--- config.mk ---
export PLATFORM = sky130hd
export DESIGN_NAME = rom_read_arbiter
export DESIGN_NICKNAME = d
export VERILOG_FILES = /design/src/rtl/rom_read_arbiter.sv
export SDC_FILE = /design/constraint.sdc
export NUM_CORES = 1
export LEC_CHECK = 0
export ABC_AREA = 0
export ABC_CLOCK_PERIOD_IN_PS = 4500
export CAP_MARGIN = 20
export CELL_PAD_IN_SITES_DETAIL_PLACEMENT = 1
export CELL_PAD_IN_SITES_GLOBAL_PLACEMENT = 1
export CORE_MARGIN = 1.5
export CORE_UTILIZATION = 37
export DETAILED_ROUTE_END_ITERATION = 12
export GPL_ROUTABILITY_DRIVEN = 1
export GPL_TIMING_DRIVEN = 1
export HOLD_SLACK_MARGIN = 0.05
export PLACE_DENSITY_LB_ADDON = 0.1
export SETUP_SLACK_MARGIN = 0.05
export SLEW_MARGIN = 20
export SYNTH_ARGS = -nofsm -noshare
export SYNTH_HDL_FRONTEND = slang
export SYNTH_SLANG_ARGS = --single-unit
--- constraint.sdc ---
create_clock -name clk -period 4.5 [get_ports clk]
set_input_delay 0.45 -clock clk [delete_from_list [all_inputs] [get_ports clk]]
set_output_delay 0.45 -clock clk [all_outputs]
set_load 0.01 [all_outputs]
--- src/rtl/rom_read_arbiter.sv ---
// rom_read_arbiter
// Shares one synchronous-read ROM among N_REQ requesters. One read is in
// flight at a time: IDLE grants and latches the address, ISSUE pulses rom_en,
// WAIT captures the ROM word, RESP pulses rsp_valid for the owner.
//
// Ports:
//   clk, rst_n           rising-edge clock, asynchronous active-low reset
//   req[N_REQ]           level requests, held until the matching rsp_valid
//   req_addr             packed addresses, requester i at [i*ADDR_W +: ADDR_W]
//   rsp_valid[N_REQ]     one-hot single-cycle response strobe
//   rsp_data             last captured ROM word
//   rom_en, rom_addr     ROM read enable and address
//   rom_data             ROM registered output
//   busy                 high whenever the FSM is not IDLE
//
// Configuration macro: ROM_ARB_FIXED_PRIO_EN
//   defined   -> fixed priority, lowest asserted index wins
//   undefined -> round-robin starting after the last grant
module rom_read_arbiter #(
  parameter int N_REQ  = 4,
  parameter int ADDR_W = 2,
  parameter int DATA_W = 4
) (
  input  logic                    clk,
  input  logic                    rst_n,
  input  logic [N_REQ-1:0]        req,
  input  logic [N_REQ*ADDR_W-1:0] req_addr,
  output logic [N_REQ-1:0]        rsp_valid,
  output logic [DATA_W-1:0]       rsp_data,
  output logic                    rom_en,
  output logic [ADDR_W-1:0]       rom_addr,
  input  logic [DATA_W-1:0]       rom_data,
  output logic                    busy
);

  localparam int IDX_W = (N_REQ > 1) ? $clog2(N_REQ) : 1;

  typedef enum logic [1:0] {IDLE, ISSUE, WAIT, RESP} state_t;

  state_t            state;
  logic [IDX_W-1:0]  owner;
  logic [IDX_W-1:0]  winner;
  logic [ADDR_W-1:0] win_addr;

`ifdef ROM_ARB_FIXED_PRIO_EN
  // Scan from the top down so the lowest asserted index is the last write.
  always_comb begin
    winner = '0;
    for (int i = N_REQ - 1; i >= 0; i--) begin
      if (req[i]) winner = IDX_W'(i);
    end
  end
`else
  logic [IDX_W-1:0] last_grant;
  logic [IDX_W-1:0] cand;
  logic             found;

  // Rotating search: first asserted requester after last_grant, wrapping.
  // When nothing is requested the result is ignored by the FSM.
  always_comb begin
    winner = last_grant;
    cand   = '0;
    found  = 1'b0;
    for (int k = 1; k <= N_REQ; k++) begin
      cand = IDX_W'((int'(last_grant) + k) % N_REQ);
      if (!found && req[cand]) begin
        winner = cand;
        found  = 1'b1;
      end
    end
  end
`endif

  // Address mux for the winner, built from constant slices.
  always_comb begin
    win_addr = '0;
    for (int i = 0; i < N_REQ; i++) begin
      if (IDX_W'(i) == winner) win_addr = req_addr[i*ADDR_W +: ADDR_W];
    end
  end

  // All outputs are registered here; the address is captured only at the
  // grant edge so later req_addr changes cannot disturb the read in flight.
  always_ff @(posedge clk or negedge rst_n) begin
    if (!rst_n) begin
      state     <= IDLE;
      owner     <= '0;
      rom_en    <= 1'b0;
      rom_addr  <= '0;
      rsp_valid <= '0;
      rsp_data  <= '0;
      busy      <= 1'b0;
`ifndef ROM_ARB_FIXED_PRIO_EN
      last_grant <= IDX_W'(N_REQ - 1);
`endif
    end else begin
      case (state)
        IDLE: begin
          if (|req) begin
            owner    <= winner;
            rom_addr <= win_addr;
            rom_en   <= 1'b1;
            busy     <= 1'b1;
            state    <= ISSUE;
`ifndef ROM_ARB_FIXED_PRIO_EN
            last_grant <= winner;
`endif
          end
        end
        ISSUE: begin
          rom_en <= 1'b0;
          state  <= WAIT;
        end
        WAIT: begin
          rsp_data  <= rom_data;
          rsp_valid <= {{(N_REQ-1){1'b0}}, 1'b1} << owner;
          state     <= RESP;
        end
        RESP: begin
          rsp_valid <= '0;
          busy      <= 1'b0;
          state     <= IDLE;
        end
        default: state <= IDLE;
      endcase
    end
  end

endmodule

# After elaboration in Yosys (flattened, before gate mapping)
# Index checks and enable logic that the tools add are counted.
[op_classes]
shifts = 1
n_mux = 25
n_reduce_logical = 15
eq_ne = 7
order_cmp = 4
addsub = 4
[ops]
columns = ["operator", "count"]
rows = [
  ["$mux W2", 9],
  ["$lt A2 B3 Y1 const B", 4],
  ["$bmux W1 S2", 4],
  ["$mux W1", 8],
  ["$pmux W2 S4", 1],
  ["$pmux W4 S2", 1],
  ["$reduce_and A2 Y1", 3],
  ["$reduce_bool A2 Y1", 3],
  ["$add A2 B1 Y2 const B", 2],
  ["$add A2 B2 Y2 const B", 2],
  ["$eq A2 B2 Y1 const A", 2],
  ["$eq A2 B2 Y1 const B", 2],
  ["$logic_not A2 Y1", 2],
  ["$pmux W1 S2", 2],
  ["$reduce_or A4 Y1", 1],
  ["$shl A1 B2 Y4 const A", 1],
  ["$logic_and A1 B1 Y1", 3],
  ["$logic_not A1 Y1", 3],
  ["$eq A1 B2 Y1 const A", 1],
  ["$eq A2 B1 Y1 const B", 1],
  ["$ne A2 B2 Y1 const B", 1],
]
[word_totals]
word_cells = 64
ff_bits = 18
inputBits = 18

# Depth between registers and ports, before layout
[depth]
word_depth = 18
mapped_depth = 7
depth_no_buf = 6

# Worst setup path after synthesis
# OpenSTA, ideal clock, no wires.
[synth_path]
path_type = "register to register"
start = "register last_grant[1]"
end = "register rom_addr[0]"
path_buffers = 1
stages_incl_launch_ff = 7
slack_ns = 2.605
setup_time_ns = 0.126
t_arrival_ns = 1.769
path_cell_list = "dfstp_2 > buf_6 > mux2i_1 > nor2_2 > nor3_4 > mux2_4 > a221o_1"
[synth_between]
elab_chain_cells = 18
[synth_rtl]
columns = ["item", "line", "source"]
rows = [
  ["start, declared", "54", "logic [IDX_W-1:0] last_grant;"],
  ["start signal, assigned", "94", "last_grant <= IDX_W'(N_REQ - 1);"],
  ["start signal, assigned", "106", "last_grant <= winner;"],
  ["$add A2 B1 Y2", "65", "cand = IDX_W'((int'(last_grant) + k) % N_REQ);"],
  ["$bmux W1 S2", "66", "if (!found && req[cand]) begin"],
  ["$mux W1 (implied by the code)", "66", ""],
  ["$mux W1", "66", ""],
  ["$logic_not A1 Y1", "66", ""],
  ["$logic_and A1 B1 Y1", "66", ""],
  ["$mux W1", "66", ""],
  ["$logic_not A1 Y1", "66", ""],
  ["$logic_and A1 B1 Y1", "66", ""],
  ["$mux W1", "66", ""],
  ["$logic_not A1 Y1", "66", ""],
  ["$logic_and A1 B1 Y1", "66", ""],
  ["$mux W2 *", "66", ""],
  ["$logic_not A2 Y1", "78", "if (IDX_W'(i) == winner) win_addr = req_addr[i*ADDR_W +: ADDR_W];"],
  ["$mux W2 (3 in a row)", "78", ""],
  ["$mux W2 *", "78", ""],
  ["end signal, assigned", "101", "rom_addr <= win_addr;"],
  ["end, declared", "31", "output logic [ADDR_W-1:0] rom_addr,"],
]
# Mark *: on every way between the ends. The rest lies on a longest branch, timed or not. The select of a mux whose other input is x is not followed.
# A chain may end at the register's enable or synchronous reset.

# Worst setup path in the final report
[layout_path]
start = "input port req[3]"
end = "register rom_addr[1]"
[layout_between]
elab_chain_cells = 17
[layout_rtl]
columns = ["item", "line", "source"]
rows = [
  ["start, declared", "26", "input logic [N_REQ-1:0] req,"],
  ["$bmux W1 S2", "66", ""],
  ["$mux W1 (implied by the code)", "66", ""],
  ["$mux W1", "66", ""],
  ["$logic_not A1 Y1", "66", ""],
  ["$logic_and A1 B1 Y1", "66", ""],
  ["$mux W1", "66", ""],
  ["$logic_not A1 Y1", "66", ""],
  ["$logic_and A1 B1 Y1", "66", ""],
  ["$mux W1", "66", ""],
  ["$logic_not A1 Y1", "66", ""],
  ["$logic_and A1 B1 Y1", "66", ""],
  ["$mux W2", "66", ""],
  ["$logic_not A2 Y1", "78", ""],
  ["$mux W2 (4 in a row)", "78", ""],
]
# Parallel ways exist; a longest one is shown, timed or not. The select of a mux whose other input is x is not followed.

==> results.toml <==
[final_layout]
area_growth_pct = 35.7
layout_cells_sized_above_1 = 0.136
insertedDiodeCount = 0
nNetsFinal = 142
post-route-cell-area_sq_um = 1310

[logic_synthesis]
synth.ff_latch_count = 18
post_synth_instance_area_sq_um = 963
postSynthCellCount = 88
synth_warnings = 0
ys_seq_area_frac = 0.470
synth_area_per_cell_sq_um = 10.9
synth.net_count = 111
ys_types = 29

[worst_hold_path]
timing.hold.worst_path_depth = 1
min_to = "rsp_data[3]$_DFFE_PN0P_"
min-delay-start = "rsp_data[3]$_DFFE_PN0P_"
worstHoldPathType = "flip-flop to flip-flop"

[pwr]
p_leak_uw = 0.000540
power_switching_share = 0.366
power_switching_uw = 304
combinationalPowerShare = 0.506
share_clk_of_total_power = 0.117
p_seq_frac = 0.377
power-per-cell-area_nw_per_um2 = 635
internal_power_uw = 526
irDropWorstVdd_mv = 0.361

[global_routing]
gr-total-overflow = 0
global_route.usage.total = 0.160
grt_antenna_before_repair = 0
via_count_of_the_first_global_routing_pass = 732
grt_pass1_wl_um = 3280
grt_start_max_net_pins = 19

[detailed_routing]
route.met2.wl_um = 975
highest-signal-layer = "met4"
postRouteWirelength_um = 2030
num_vias = 744
post_drt_via_cell_ratio = 5.03
drt_iter0_markers = 2
wl_met3_um = 61
route.detailed.wl_per_inst_um = 13.7
routedLengthMet1_um = 966
drc_errors = 0
detailed_routing_iteration_count_for_the_pre_antenna_repair_pass = 3
ant_nets = 0

[outcome]
outcome = "complete, no violations"

[placed_design]
place_congestion = 0.698
dp_slack_ns = 2.14
portBuffers = 29
detailed_place.area_sq_um = 1270
dp_hpwl_um = 1590

[clock_tree]
clock-sinks = 18
cts_root_buf = "sky130_fd_sc_hd__clkbuf_4"
numCtsBuffers = 3
cts_resized = 0
clockBufferDepth = 2
postCtsHoldBufs = 0
clkLatencyLatePin_ns = 0.29
clock_tree_from_tritoncts = "built"
cts.clk_slew.worst_paths_ns = 0.10
post_cts_setup_buffer_count = 0
cts.htree.levels = 1

[timing]
rsz0062_at_grt = "no"
achievable-frequency_mhz = 492
max_slew.worst_pin.slew_ns = 0.804
sum_of_negative_setup_slack_ns = 0
worst_slew_margin_rel = 0.462
final.min_clock_period_ns = 2.03
timing.final.hold_violations = 0
timing.final.crit_share = 0.452
report.final.setup_viol = 0
worst_clock_skew_ns = 0.000726
timing_max_transition_violations_final = 0
final_critical_path_setup_slack_ns = 2.47

[floorplan]
start_util = 0.389
die_width_um = 54.0
die_h_um = 54.0
floorplan.die_area_sq_um = 2920
io-pin-count = 30
placement_rows = 18
core_sq_um = 2480

[setup_path]
critPathArrivalTime_ns = 2.21
r2r-start = "last_grant[1]$_DFFE_PN1P_"
critical_path.max_fanout = 5
worstSetupEndpointType = "flip-flop"
worst_r2r_path_depth = 5
crit_type = "input pin to flip-flop"
timing.critical_path.from_type = "input pin"
setup_slack_on_the_worst_flop_to_flop_path_ns = 2.50
crit-reg2reg-capture = "rom_addr[1]$_DFFE_PN0P_"
critical_path_required_ns = 4.68

[run]
maxCapViolCount = 0
[worst max-delay path: stages]
cell and delay (ns):
sky130_fd_sc_hd__clkdlybuf4s50_1 0.51, sky130_fd_sc_hd__mux2i_1 0.21, sky130_fd_sc_hd__nor2_2 0.07, sky130_fd_sc_hd__nor3_4 0.31, sky130_fd_sc_hd__mux2_1 0.36, sky130_fd_sc_hd__a221o_1 0.29
[state kept, by name, indices dropped and copies added (netlist names)]
name,cells
state,2
last_grant,2
rsp_data,4
owner,2
rsp_valid,4
busy,1
rom_en,1
rom_addr,2
[placed cells by master, fill, tap and decap left out, drive strengths merged]
master	synthesis	routed
clkdlybuf4s50	0	29
dfrtp	16	16
nor2	10	10
nand3	7	7
nand2b	6	6
mux2	6	6
o21ai	5	5
ha	5	5
mux2i	4	4
nand2	4	4
a21oi	4	4
clkbuf	1	4
nand3b	3	3
inv	2	2
a221o	2	2
o21a	2	2
dfstp	2	2
nor3	2	2
nor4	1	1
nor2b	1	1
nor3b	1	1
a21o	1	1
a31oi	1	1
[logic make-up (layout without fill, tap and decap cells)]
logic type | after synthesis | count (layout) | synth area share
adders and majority gates | 5 | 5 | 0.0649
AOI/OAI and AO/OA | 15 | 15 | 0.101
DFF | 18 | 18 | 0.470
and+or+nand+nor | 35 | 35 | 0.219
buffers and inverters | 5 | 35 | 0.0286
muxes | 10 | 10 | 0.116
[synthesized netlist by cell type (all sizes together)]
cell type   n  area, sq um
mux2        6         71.3
nor3        2         21.3
nor2       10         40.0
nor2b       1         6.26
a21o        1         7.51
inv         2         7.51
clkbuf      1         3.75
a21oi       4         23.8
dfstp       2         52.6
o21a        2         15.0
nor3b       1         12.5
a31oi       1         6.26
nand2b      6         37.5
buf         2         16.3
nand3       7         35.0
dfrtp      16          400
nand3b      3         22.5
ha          5         62.6
nand2       4         15.0
o21ai       5         25.0
mux2i       4         40.0
nor4        1         21.3
a221o       2         20.0
[how the worst max path moves through the flow]
stage                                   start                       to  slack, ns  cells past startpoint
CTS                                    req[3]  rom_addr[1]$_DFFE_PN0P_       2.46                      6
finish                                 req[3]  rom_addr[1]$_DFFE_PN0P_       2.47                      6
global route             state[0]$_DFFE_PN0P_  rom_addr[0]$_DFFE_PN0P_       2.33                      6
global placement                       req[3]  rom_addr[1]$_DFFE_PN0P_       2.22                      6
floorplan           last_grant[1]$_DFFE_PN1P_  rom_addr[0]$_DFFE_PN0P_       2.60                      6
detailed placement                     req[3]  rom_addr[1]$_DFFE_PN0P_       2.14                      6
[layer usage]
layer | track usage | vias to the layer above
li1 | - | 367
met1 | 0.215 | 358
met2 | 0.244 | 15
met3 | 0.0333 | 4
met4 | 0.0750 | 0
met5 | 0 | -
[power groups by stage]
stage          combinational [uW]  clock, uW  sequential (uW)
2_1_floorplan                 252          0              322
3_3_place_gp                  415          0              312
3_5_place_dp                  427          0              318
4_1_cts                       428        101              314
5_1_grt                       469        108              324
6_report                      420       97.3              313
[final cells by class]
class | instances | area, sq um
multi-input cells | 65 | 483
clock buffers | 4 | 36.3
flip-flops and latches | 18 | 453
fillers | 284 | 1170
repair buffers | 29 | 290
inverters | 2 | 7.51
well taps | 30 | 37.5
[through the flow]
stage	power, uW	hold slack, ns	util	instances
global placement	726	0.491	0.513	144
CTS	844	0.520	0.528	148
floorplan	575	0.154	-	88
global route	901	0.536	0.528	148
detailed placement	745	0.496	0.513	144
finish	831	0.515	0.528	148
(Power assumes the default switching activity.)
==> variant 1: new RTL, config.mk and constraints unchanged <==
Set the parameter `ADDR_W` to 1 (it was 2).
--- a/src/rtl/rom_read_arbiter.sv
+++ b/src/rtl/rom_read_arbiter.sv
@@ -20,3 +20,3 @@
   parameter int N_REQ  = 4,
-  parameter int ADDR_W = 2,
+  parameter int ADDR_W = 1,
   parameter int DATA_W = 4
Ports: changed (resized req_addr and rom_addr); port bits go from 30 to 25. The function was not compared with the original's and may differ.
==> variant 1 against the original RTL <==
- fmax increased by 23%
- utilization is 0.61 points higher
- cell count fell by 11%
- non-clock buffer count is 5 lower
- worst setup slack improved by 380 ps
- sequential cell count is 1 lower
- area after synthesis fell by 6.1%
- total power shrank 7.4%
- design area shrank 7.9%
- sequential power is 8.3% lower
- clock power fell by 16%
- wire length shrank 8.7%
- count of clock-buffer cells in the layout fell by 1
- critical endpoint is now rsp_valid[1]
- highest routed layer unchanged
==> variant 1: results <==
group,metric,value,unit
final_layout,fillers,266,
worst_setup_path,crit-reg2reg-capture,"rom_addr$_DFFE_PN0P_",
worst_setup_path,crit_path_start,"rsp_valid[1]$_DFFE_PN0P_",
worst_setup_path,reg2reg_slack,2990,ps
worst_setup_path,cp_max_fo,2,
clock_network,clk_path_buf_depth,2,
clock_network,clkSlewWorstSetupHoldPaths,100,ps
place,place.gp.congestion,0.7094,
worst_setup_path,cp-endpoint,"rsp_valid[1]",
yosys,ys_seq_area_frac,0.4730,
final_layout,reg_top3,"rsp_data: 4 flops, rsp_valid: 4 flops",
yosys,ys_types,32,
outcome,status,"finished, final reports clean",
route,wl,1852,um
route,drt-pass1-iter-count,2,
yosys,syn-num-nets,96,
route,dr.first_iter.drc_count,1,
place,portBuffers,24,
global_route,grt_max_degree,18,
pwr,irDropWorstVdd,0.3379,mV
pwr,leakage,0.5071,nW
global_route,grt_pass1_vias,715,
clock_network,cts_made_buffers,3,
place,dp_hpwl,1424,um
route,vias,666,
yosys,synth_edf_count,0,
yosys,synth_area_leaders,"dfrtp_1, ha_1, dfstp_2",
global_route,grt_pass1_wl,3001,um
yosys,synth_common_cells,"dfrtp_1, nand2b_1, a21oi_1, ha_1, nor2_1",
worst_setup_path,path_delay_family,"buffers and inverters",
sta,fin_worst_skew,2.209,ps
final_layout,drive_above_1_share,0.2019,
global_route,grt_usage,0.1492,
worst_setup_path,rr_startpoint,"last_grant[0]$_DFFE_PN1P_",
worst_setup_path,critPathSlowestCell,"clkdlybuf4s50_1",
sta,worst_pin_slew,759.8,ps
final_layout,final_nets,124,
worst_setup_path,critPathMaxStageDelay,550,ps
[variant 1: cells by family after synthesis]
| family | Yosys count | synth area share |
|---|---|---|
| mux | 6 | 0.07192 |
| fa+ha+maj | 5 | 0.06916 |
| compound gates | 20 | 0.1660 |
| simple gates | 26 | 0.2075 |
| flops | 17 | 0.4730 |
| buf+inv | 3 | 0.01245 |
[variant 1: layout make-up]
class                      instances  area [um2]  share of cell area
clock buffer                       3       22.52             0.01871
clock inverter                     1       5.005            0.004158
inverter                           2       7.507            0.006237
multi-input combinational         57       465.4              0.3867
sequential                        17       427.9              0.3555
tap                               28       35.03             0.02911
timing repair buffer              24       240.2              0.1996
[variant 1: where the power goes]
part | switching, W | internal [W] | total, W
sequential | 0.0000525 | 0.000234 | 0.000287
clock | 0.0000491 | 0.0000331 | 0.0000822
combinational | 0.000177 | 0.000223 | 0.000401
total | 0.000279 | 0.000490 | 0.000769
[variant 1: worst reg2reg max path, delay by kind of cell (launching register included)]
| family | cells | cell delay, ps |
|---|---|---|
| AND/OR/NAND/NOR | 2 | 370 |
| multiplexers | 1 | 250 |
| AO/OA/AOI/OAI | 2 | 200 |
| flip-flops | 1 | 580 |
[variant 1: worst min-delay path by stage]
stage                                  startpoint                       to  slack (ps)  depth (start not counted)
final                        rom_addr$_DFFE_PN0P_     rom_addr$_DFFE_PN0P_         520                          2
after global placement    rsp_data[3]$_DFFE_PN0P_  rsp_data[3]$_DFFE_PN0P_         490                          1
after floorplan                             rst_n         busy$_DFFE_PN0P_         150                          0
after global routing         rom_addr$_DFFE_PN0P_     rom_addr$_DFFE_PN0P_         540                          2
after CTS                 rsp_data[2]$_DFFE_PN0P_  rsp_data[2]$_DFFE_PN0P_         520                          1
after detailed placement  rsp_data[0]$_DFFE_PN0P_  rsp_data[0]$_DFFE_PN0P_         500                          1
[variant 1: routing by layer]
metal | track usage | vias up | share of wire
met4 | 0.06410 | 0 | 0.020
met5 | 0 | - | 0
li1 | - | 326 | -
met3 | 0.02571 | 5 | 0.042
met1 | 0.1730 | 315 | 0.45
met2 | 0.2667 | 20 | 0.48
[variant 1: stage by stage]
step             util  cells  total power [W]  area [um2]  setup slack, ps
2_1_floorplan       -     77        0.0005356       904.6             3069
3_3_place_gp   0.5216    128        0.0006840        1176             2526
3_5_place_dp   0.5216    128        0.0006980        1176             2529
4_1_cts        0.5339    132        0.0007868        1204             2824
5_1_grt        0.5339    132        0.0008312        1204             2777
6_report       0.5339    132        0.0007695        1204             2846
==> variant 2: new RTL, same flow settings <==
Made on the original files. Reset style: synchronous (`rst_n`), changed in one clocked block. Comments in the files are not updated.
--- a/src/rtl/rom_read_arbiter.sv
+++ b/src/rtl/rom_read_arbiter.sv
@@ -83,3 +83,3 @@
   // grant edge so later req_addr changes cannot disturb the read in flight.
-  always_ff @(posedge clk or negedge rst_n) begin
+  always_ff @(posedge clk) begin
     if (!rst_n) begin
Check against the original RTL: differs if rst_n is asserted again (counterexample within 4 cycles, from zero or initial values and one cycle with rst_n low); with rst_n held inactive, the same outputs for 10 cycles.
==> variant 2 against the original RTL <==
- via count up 9.0%
- area after synthesis down 7.0%
- count of clock-buffer cells in the layout unchanged
- cell count up 4.7%
- total power down 27%
- clock skew up 5.5 ps
- die area down 6.6%
- worst setup slack better by 200 ps
- wire length up 9.5%
- clock power up 2.4%
- design area down 5.6%
- sequential cell count unchanged
- largest cell class unchanged
- largest power group unchanged
==> variant 2: results <==
group,metric,value,unit
route,wl_met1,964,um
outcome,status,"finished, final reports clean",
route,met2_length,1134,um
place,placed_area,1199,um2
worst_setup_path,crit_arrival,2020,ps
yosys,synth-compound-area-share,0.1606,
pwr,leakage,0.4778,nW
route,dr.first_iter.drc_count,1,
final_layout,finalNonFillerCells,155,
sta,fin_worst_skew,6.274,ps
yosys,ys_seq_area_frac,0.4022,
place,dp_hpwl,1720,um
yosys,async_reset_ff_frac,0,
global_route,grtUsageMet1,0.2182,
yosys,synth_area_leaders,"dfxtp_1, mux2i_1, ha_1",
worst_setup_path,path_delay_family,"simple AND/OR/NAND/NOR gates",
worst_setup_path,crit-reg2reg-capture,"rom_addr[0]$_SDFFE_PN0P_",
final_layout,drive_above_1_share,0.08661,
worst_setup_path,critPathMaxStageDelay,470,ps
place,pre_cts_slack,2357,ps
global_route,gr-usage-met3,0.04000,
global_route,grt_pass1_wl,3615,um
place,dp.cells,151,
worst_setup_path,crit_path_start,"req[1]",
sta,fin_crit,1830,ps
worst_setup_path,cp_max_fo,8,
pwr,pwr-share-clk,0.165,
global_route,grt_pass1_vias,789,
route,wl,2221,um
yosys,synth_common_cells,"dfxtp_1, nor2_1, a21oi_1, mux2i_1, nand3_1",
worst_setup_path,reg2reg_slack,2870,ps
pwr,irDropWorstVdd,0.2618,mV
## variant 2: worst min-delay path by stage
stage	start	end	slack, ps	depth (start not counted)
floorplan	state[1]$_SDFFE_PN0P_	state[1]$_SDFFE_PN0P_	480	2
global placement	rsp_valid[3]$_SDFFE_PN0P_	rsp_valid[3]$_SDFFE_PN0P_	450	2
detailed placement	rsp_valid[2]$_SDFFE_PN0P_	rsp_valid[2]$_SDFFE_PN0P_	470	2
CTS	rsp_valid[2]$_SDFFE_PN0P_	rsp_valid[2]$_SDFFE_PN0P_	480	2
global route	rsp_valid[2]$_SDFFE_PN0P_	rsp_valid[2]$_SDFFE_PN0P_	500	2
finish	rsp_valid[2]$_SDFFE_PN0P_	rsp_valid[2]$_SDFFE_PN0P_	480	2
## variant 2: area by class of cell
cell class              count  area [um2]
clock buffers               4       36.28
inverters                   5       18.77
flip-flops and latches     18       360.3
well taps                  28       35.03
fillers                   275        1020
repair buffers             29       290.3
multi-input cells          71       494.2
